--- src/rtl/grain_flex_prog_pkg.sv ---
// Shared types for the fabric programming loader: FSM state encoding and the
// readback byte width.
package grain_flex_prog_pkg;

   localparam int RB_W = 8;

   typedef enum logic [2:0] {
      IDLE,
      CHAIN_RST,
      FETCH,
      SHIFT_LO,
      SHIFT_HI,
      FINISH
   } prog_state_e;

endpackage

--- src/rtl/grain_flex_prog_clkgen.sv ---
// Phase timer for prog_clk: counts CLK_DIV cycles per phase while run is high
// and strobes phase_done on the final cycle; hold freezes the count.
module grain_flex_prog_clkgen #(
   parameter int CLK_DIV = 2
) (
   input  logic clk,
   input  logic reset,
   input  logic run,
   input  logic hold,
   output logic phase_done
);

   localparam int CW = $clog2(CLK_DIV + 1);
   localparam logic [CW-1:0] LAST = CW'(CLK_DIV - 1);

   logic [CW-1:0] cnt;

   assign phase_done = run && (cnt == LAST);

   // A held strobe stays asserted so the FSM can leave the moment the stall clears.
   always_ff @(posedge clk) begin
      if (reset || !run)
         cnt <= '0;
      else if (!hold)
         cnt <= phase_done ? '0 : cnt + CW'(1);
   end

endmodule

--- src/rtl/grain_flex_prog_loader.sv ---
// Serialises a byte stream LSB-first into the fabric configuration chain.
// Optional macro PROG_READBACK_EN adds a byte-packed readback of prog_dout.
module grain_flex_prog_loader
   import grain_flex_prog_pkg::*;
#(
   parameter int CHAIN_LEN  = 512,
   parameter int CLK_DIV    = 2,
   parameter int RST_CYCLES = 4
) (
   input  logic            clk,
   input  logic            reset,
   input  logic            start,
   input  logic [7:0]      s_data,
   input  logic            s_valid,
   output logic            s_ready,
   output logic            prog_clk,
   output logic            prog_rst,
   output logic            prog_en,
   output logic            prog_din,
   input  logic            prog_dout,
   output logic            busy,
   output logic            done
`ifdef PROG_READBACK_EN
   ,
   output logic [RB_W-1:0] rb_data,
   output logic            rb_valid,
   input  logic            rb_ready
`endif
);

   localparam int BW  = $clog2(CHAIN_LEN + 1);
   localparam int RCW = $clog2(RST_CYCLES + 1);
   localparam logic [BW-1:0]  LAST_BIT = BW'(CHAIN_LEN - 1);
   localparam logic [RCW-1:0] LAST_RST = RCW'(RST_CYCLES - 1);

   prog_state_e    state;
   logic [BW-1:0]  bit_cnt;
   logic [RCW-1:0] rst_cnt;
   logic [7:0]     byte_q;
   logic [2:0]     byte_idx;
   logic [2:0]     nxt_idx;
   logic           phase_done;
   logic           stall;
   logic           last_bit;

   assign nxt_idx  = byte_idx + 3'd1;
   assign last_bit = (bit_cnt == LAST_BIT);

   grain_flex_prog_clkgen #(.CLK_DIV(CLK_DIV)) u_clkgen (
      .clk        (clk),
      .reset      (reset),
      .run        ((state == SHIFT_LO) || (state == SHIFT_HI)),
      .hold       ((state == SHIFT_HI) && stall),
      .phase_done (phase_done)
   );

`ifdef PROG_READBACK_EN
   logic [RB_W-1:0] rb_acc;
   logic [2:0]      rb_idx;

   // An unconsumed readback byte holds the chain in SHIFT_HI.
   assign stall = rb_valid && !rb_ready;

   always_ff @(posedge clk) begin
      if (reset) begin
         rb_data  <= '0;
         rb_valid <= 1'b0;
         rb_acc   <= '0;
         rb_idx   <= '0;
      end else begin
         if (rb_valid && rb_ready)
            rb_valid <= 1'b0;
         if (state == SHIFT_LO && phase_done) begin
            if (rb_idx == 3'd7 || last_bit) begin
               rb_data  <= rb_acc | (RB_W'(prog_dout) << rb_idx);
               rb_valid <= 1'b1;
               rb_acc   <= '0;
               rb_idx   <= '0;
            end else begin
               rb_acc[rb_idx] <= prog_dout;
               rb_idx         <= rb_idx + 3'd1;
            end
         end
      end
   end
`else
   logic unused_prog_dout;
   assign unused_prog_dout = prog_dout;
   assign stall = 1'b0;
`endif

   always_ff @(posedge clk) begin
      if (reset) begin
         state    <= IDLE;
         bit_cnt  <= '0;
         rst_cnt  <= '0;
         byte_q   <= '0;
         byte_idx <= '0;
         s_ready  <= 1'b0;
         prog_clk <= 1'b0;
         prog_rst <= 1'b0;
         prog_en  <= 1'b0;
         prog_din <= 1'b0;
         busy     <= 1'b0;
         done     <= 1'b0;
      end else begin
         done <= 1'b0;
         case (state)
            IDLE: begin
               if (start) begin
                  state    <= CHAIN_RST;
                  prog_rst <= 1'b1;
                  busy     <= 1'b1;
                  rst_cnt  <= '0;
               end
            end
            CHAIN_RST: begin
               if (rst_cnt == LAST_RST) begin
                  state    <= FETCH;
                  prog_rst <= 1'b0;
                  s_ready  <= 1'b1;
                  bit_cnt  <= '0;
               end else begin
                  rst_cnt <= rst_cnt + RCW'(1);
               end
            end
            FETCH: begin
               if (s_valid && s_ready) begin
                  state    <= SHIFT_LO;
                  byte_q   <= s_data;
                  byte_idx <= '0;
                  s_ready  <= 1'b0;
                  prog_en  <= 1'b1;
                  prog_din <= s_data[0];
               end
            end
            SHIFT_LO: begin
               if (phase_done) begin
                  state    <= SHIFT_HI;
                  prog_clk <= 1'b1;
               end
            end
            SHIFT_HI: begin
               if (phase_done && !stall) begin
                  prog_clk <= 1'b0;
                  bit_cnt  <= bit_cnt + BW'(1);
                  if (last_bit) begin
                     // Remaining high bits of the current byte are dropped here.
                     state    <= FINISH;
                     prog_en  <= 1'b0;
                     prog_din <= 1'b0;
                     done     <= 1'b1;
                  end else if (byte_idx != 3'd7) begin
                     state    <= SHIFT_LO;
                     byte_idx <= nxt_idx;
                     prog_din <= byte_q[nxt_idx];
                  end else begin
                     state   <= FETCH;
                     s_ready <= 1'b1;
                  end
               end
            end
            FINISH: begin
               state <= IDLE;
               busy  <= 1'b0;
            end
            default: state <= IDLE;
         endcase
      end
   end

endmodule
--- config.mk ---
export PLATFORM = sky130hd
export DESIGN_NAME = grain_flex_prog_loader
export DESIGN_NICKNAME = d
export VERILOG_FILES = /design/src/rtl/grain_flex_prog_pkg.sv /design/src/rtl/grain_flex_prog_clkgen.sv /design/src/rtl/grain_flex_prog_loader.sv
export SDC_FILE = /design/constraint.sdc
export NUM_CORES = 1
export LEC_CHECK = 0
export BUFFER_PORTS_ARGS = -buffer_cell sky130_fd_sc_hd__buf_2
export CAP_MARGIN = 20
export CORE_AREA = 3 3 88 57
export DETAILED_ROUTE_END_ITERATION = 7
export DIE_AREA = 0 0 91 60
export SYNTH_ARGS = -nofsm -noshare
export SYNTH_HDL_FRONTEND = slang
export SYNTH_SLANG_ARGS = --single-unit
--- constraint.sdc ---
create_clock -name clk -period 5.7 [get_ports clk]
set_clock_uncertainty 0.1 [all_clocks]
set_input_delay 1.425 -clock clk [delete_from_list [all_inputs] [get_ports clk]]
set_output_delay 1.425 -clock clk [all_outputs]
set_load 0.1 [all_outputs]
==> qor.csv <==
metric,value,unit
"commonest cells after routing, fill and taps aside","36 x dfxtp_1, 30 x nor2_1, 21 x a21oi_1",
post-route DRC violation count,0,
mapped cell area,1770,sq um
post-detailed-route count of antenna-violating nets,0,
port bufs,18,
Synth top area share,0.406,
Critical Path AT,3.19,ns
nets,230,
top fanout value on the critical path,13,
Ant. Diodes,0,
fmax,326,MHz
CP Capture Type,register,
FILL cells,418,
synthesis-stage register bit count,36,
GRT Max-Usage Layer,met2,
"Reg clk slew, reported paths",0.07,ns
largest net degree at the start of global routing,30,
post-synthesis sequential area ratio,0.406,
CP Data Required Time,5.82,ns
Synth Area in XOR/XNOR,0.0197,
Routed WL,3550,microns
DR vias,1421,
Startpoint Class,primary input,
Fin. Hold Viols,0,
row count,18,
r2r worst-path depth,4,
Storage cell area,721,sq um
Final setup viols,0,
Crit path depth,5,
Initial DRC Count,83,
CTS resizes,0,
Post-Synth Simple-Gate Area,0.248,
GR Layer Usage met3,0.0579,
main combinational cell family by area after synthesis,simple AND/OR/NAND/NOR gates,
M2 GR Usage,0.207,
antenna violations before repair,0,
post-CTS setup buffers,0,
fin. max-slew vios,0,
# hold bufs at CTS,0,
die width,91,microns
mux contribution to synthesized area,0.0882,
# clock sinks,36,
grt met1 use,0.194,
wire per inst,13.0,microns
Max clock buf depth,2,
Layout area overhead,12.1,%
Fin Hold WS,0.324,ns
synthesized net count,215,
Crit path max-delay family,simple AND/OR/NAND/NOR gates,
DIE HEIGHT,60,microns
core area,4140,sq um
Max IR drop VDD,0.180,mV
GRT Residual Overflow,0,
Clock Latency Late Sink,0.29,ns
CTS Buf Count,5,
CP max stage cell,nand4_1,
crit path buf inv count,1,
final period utilization,0.538,
CTS tree,yes,
Ports,20,
Pre-antenna DRT Iters,4,
Synth area leaders,"dfxtp_1 41%, nor2_1 6.3%, a21oi_1 5.9%",
Initial Util,0.428,
final setup TNS,0,ns
Tot GR Track Use,0.144,
post-synth top area cell,dfxtp_1,
Max-cap violations,0,
class of the worst hold path,reg -> reg,
post-synth cell types,48,
relative slew slack,0.473,
mean area per synthesized cell,9.05,sq um
area of the multi-input gates,966,sq um
Root Driver,clkbuf_8,
WS Path Type,in -> reg,
"commonest non-fill, non-tap cell in the layout",dfxtp_1,
leakage,0.803,nW
post-synthesis adder-cell area fraction,0.0423,
htree depth,2,
Worst Tran Pin Value,0.784,ns
fin crit period,3.07,ns
vias in the first global route,1299,
Synth Instances,196,
DPL Wire Length,2510,microns
status,completed,
crit-path cells,buf_2 -> nand4_1 -> a21boi_2 -> or3b_2 -> a21oi_1,
RSZ-0062 raised after global routing,no,
Via density,5.22,
"FFs w/ async S/R, synth",0,
CP max stage delay,0.60,ns
Synth Area in Compound Gates,0.147,
Ys Warns,0,
Post-synth top flop,dfxtp_1,
Hold Path Depth,1,
Power per Cell Area,374,nW/um^2
first-pass GRT wire length,6200,microns
die area,5460,sq um
routability cong.,0.784,
Post-synth EDFFs,0,
ratio of cells with drive above 1 in the final layout,0.179,
-- layer usage --
layer  part of all wire  vias to the layer above  wire [microns]
li1                   -                      730               -
met1               0.50                      639            1790
met2               0.41                       45            1450
met3              0.074                        7             264
met4              0.012                        0              44
met5                  0                        -               0
-- kinds of logic (layout without fill, tap and decap cells) --
group,Yosys count,after routing
AOI/OAI and AO/OA,43,43
muxes,13,13
xor gates and xnor gates,4,4
DFF,36,36
and+or+nand+nor,81,81
buffers and inverters,13,29
adders and majority gates,6,6
-- per-stage QoR --
step	util	total power [mW]	cells	area (sq um)	setup WS, ns
finish	0.480	0.744	272	1990	2.63
global route	0.480	0.786	272	1990	2.52
CTS	0.480	0.750	272	1990	2.63
detailed placement	0.450	0.502	264	1860	2.31
global placement	0.450	0.502	264	1860	2.33
floorplan	-	0.470	196	1770	3.08
-- power breakdown --
group          switching [mW]  internal [mW]
clock                  0.0921          0.154
combinational           0.123         0.0660
sequential             0.0354          0.273
total                   0.251          0.494
-- registers in the layout, summed over array words and instances (netlist names) --
signal        count
bit_cnt          10
busy              1
byte_idx          3
byte_q            8
done              1
prog_clk          1
prog_din          1
prog_en           1
prog_rst          1
rst_cnt           3
s_ready           1
state             3
u_clkgen.cnt      2
-- cells in the mapped netlist (all sizes together) (4+ instances only) --
cell type	instances
nor3	7
dfxtp	36
or3	4
ha	6
clkbuf	7
a21oi	21
nand2	11
mux2i	10
o21ai	8
nand3	7
nor2	30
-- layout make-up --
| cell class | count | share of cell area |
|---|---|---|
| flip-flops and latches | 36 | 0.362 |
| multi-input cells | 147 | 0.486 |
| clock inverters | 1 | 0.0151 |
| repair buffers | 18 | 0.0453 |
| clock buffers | 7 | 0.0484 |
| well taps | 60 | 0.0377 |
| inverters | 3 | 0.00566 |
-- final timing paths --
path / start / to / slack [ns]
setup / recovery: s_valid / byte_idx[1] / 2.63
hold / removal: u_clkgen.cnt[0] / u_clkgen.cnt[0] / 0.32
setup reg to reg: state[1] / byte_idx[1] / 3.10
hold reg to reg: u_clkgen.cnt[0] / u_clkgen.cnt[0] / 0.32
Power figures use the tool's default switching activity.
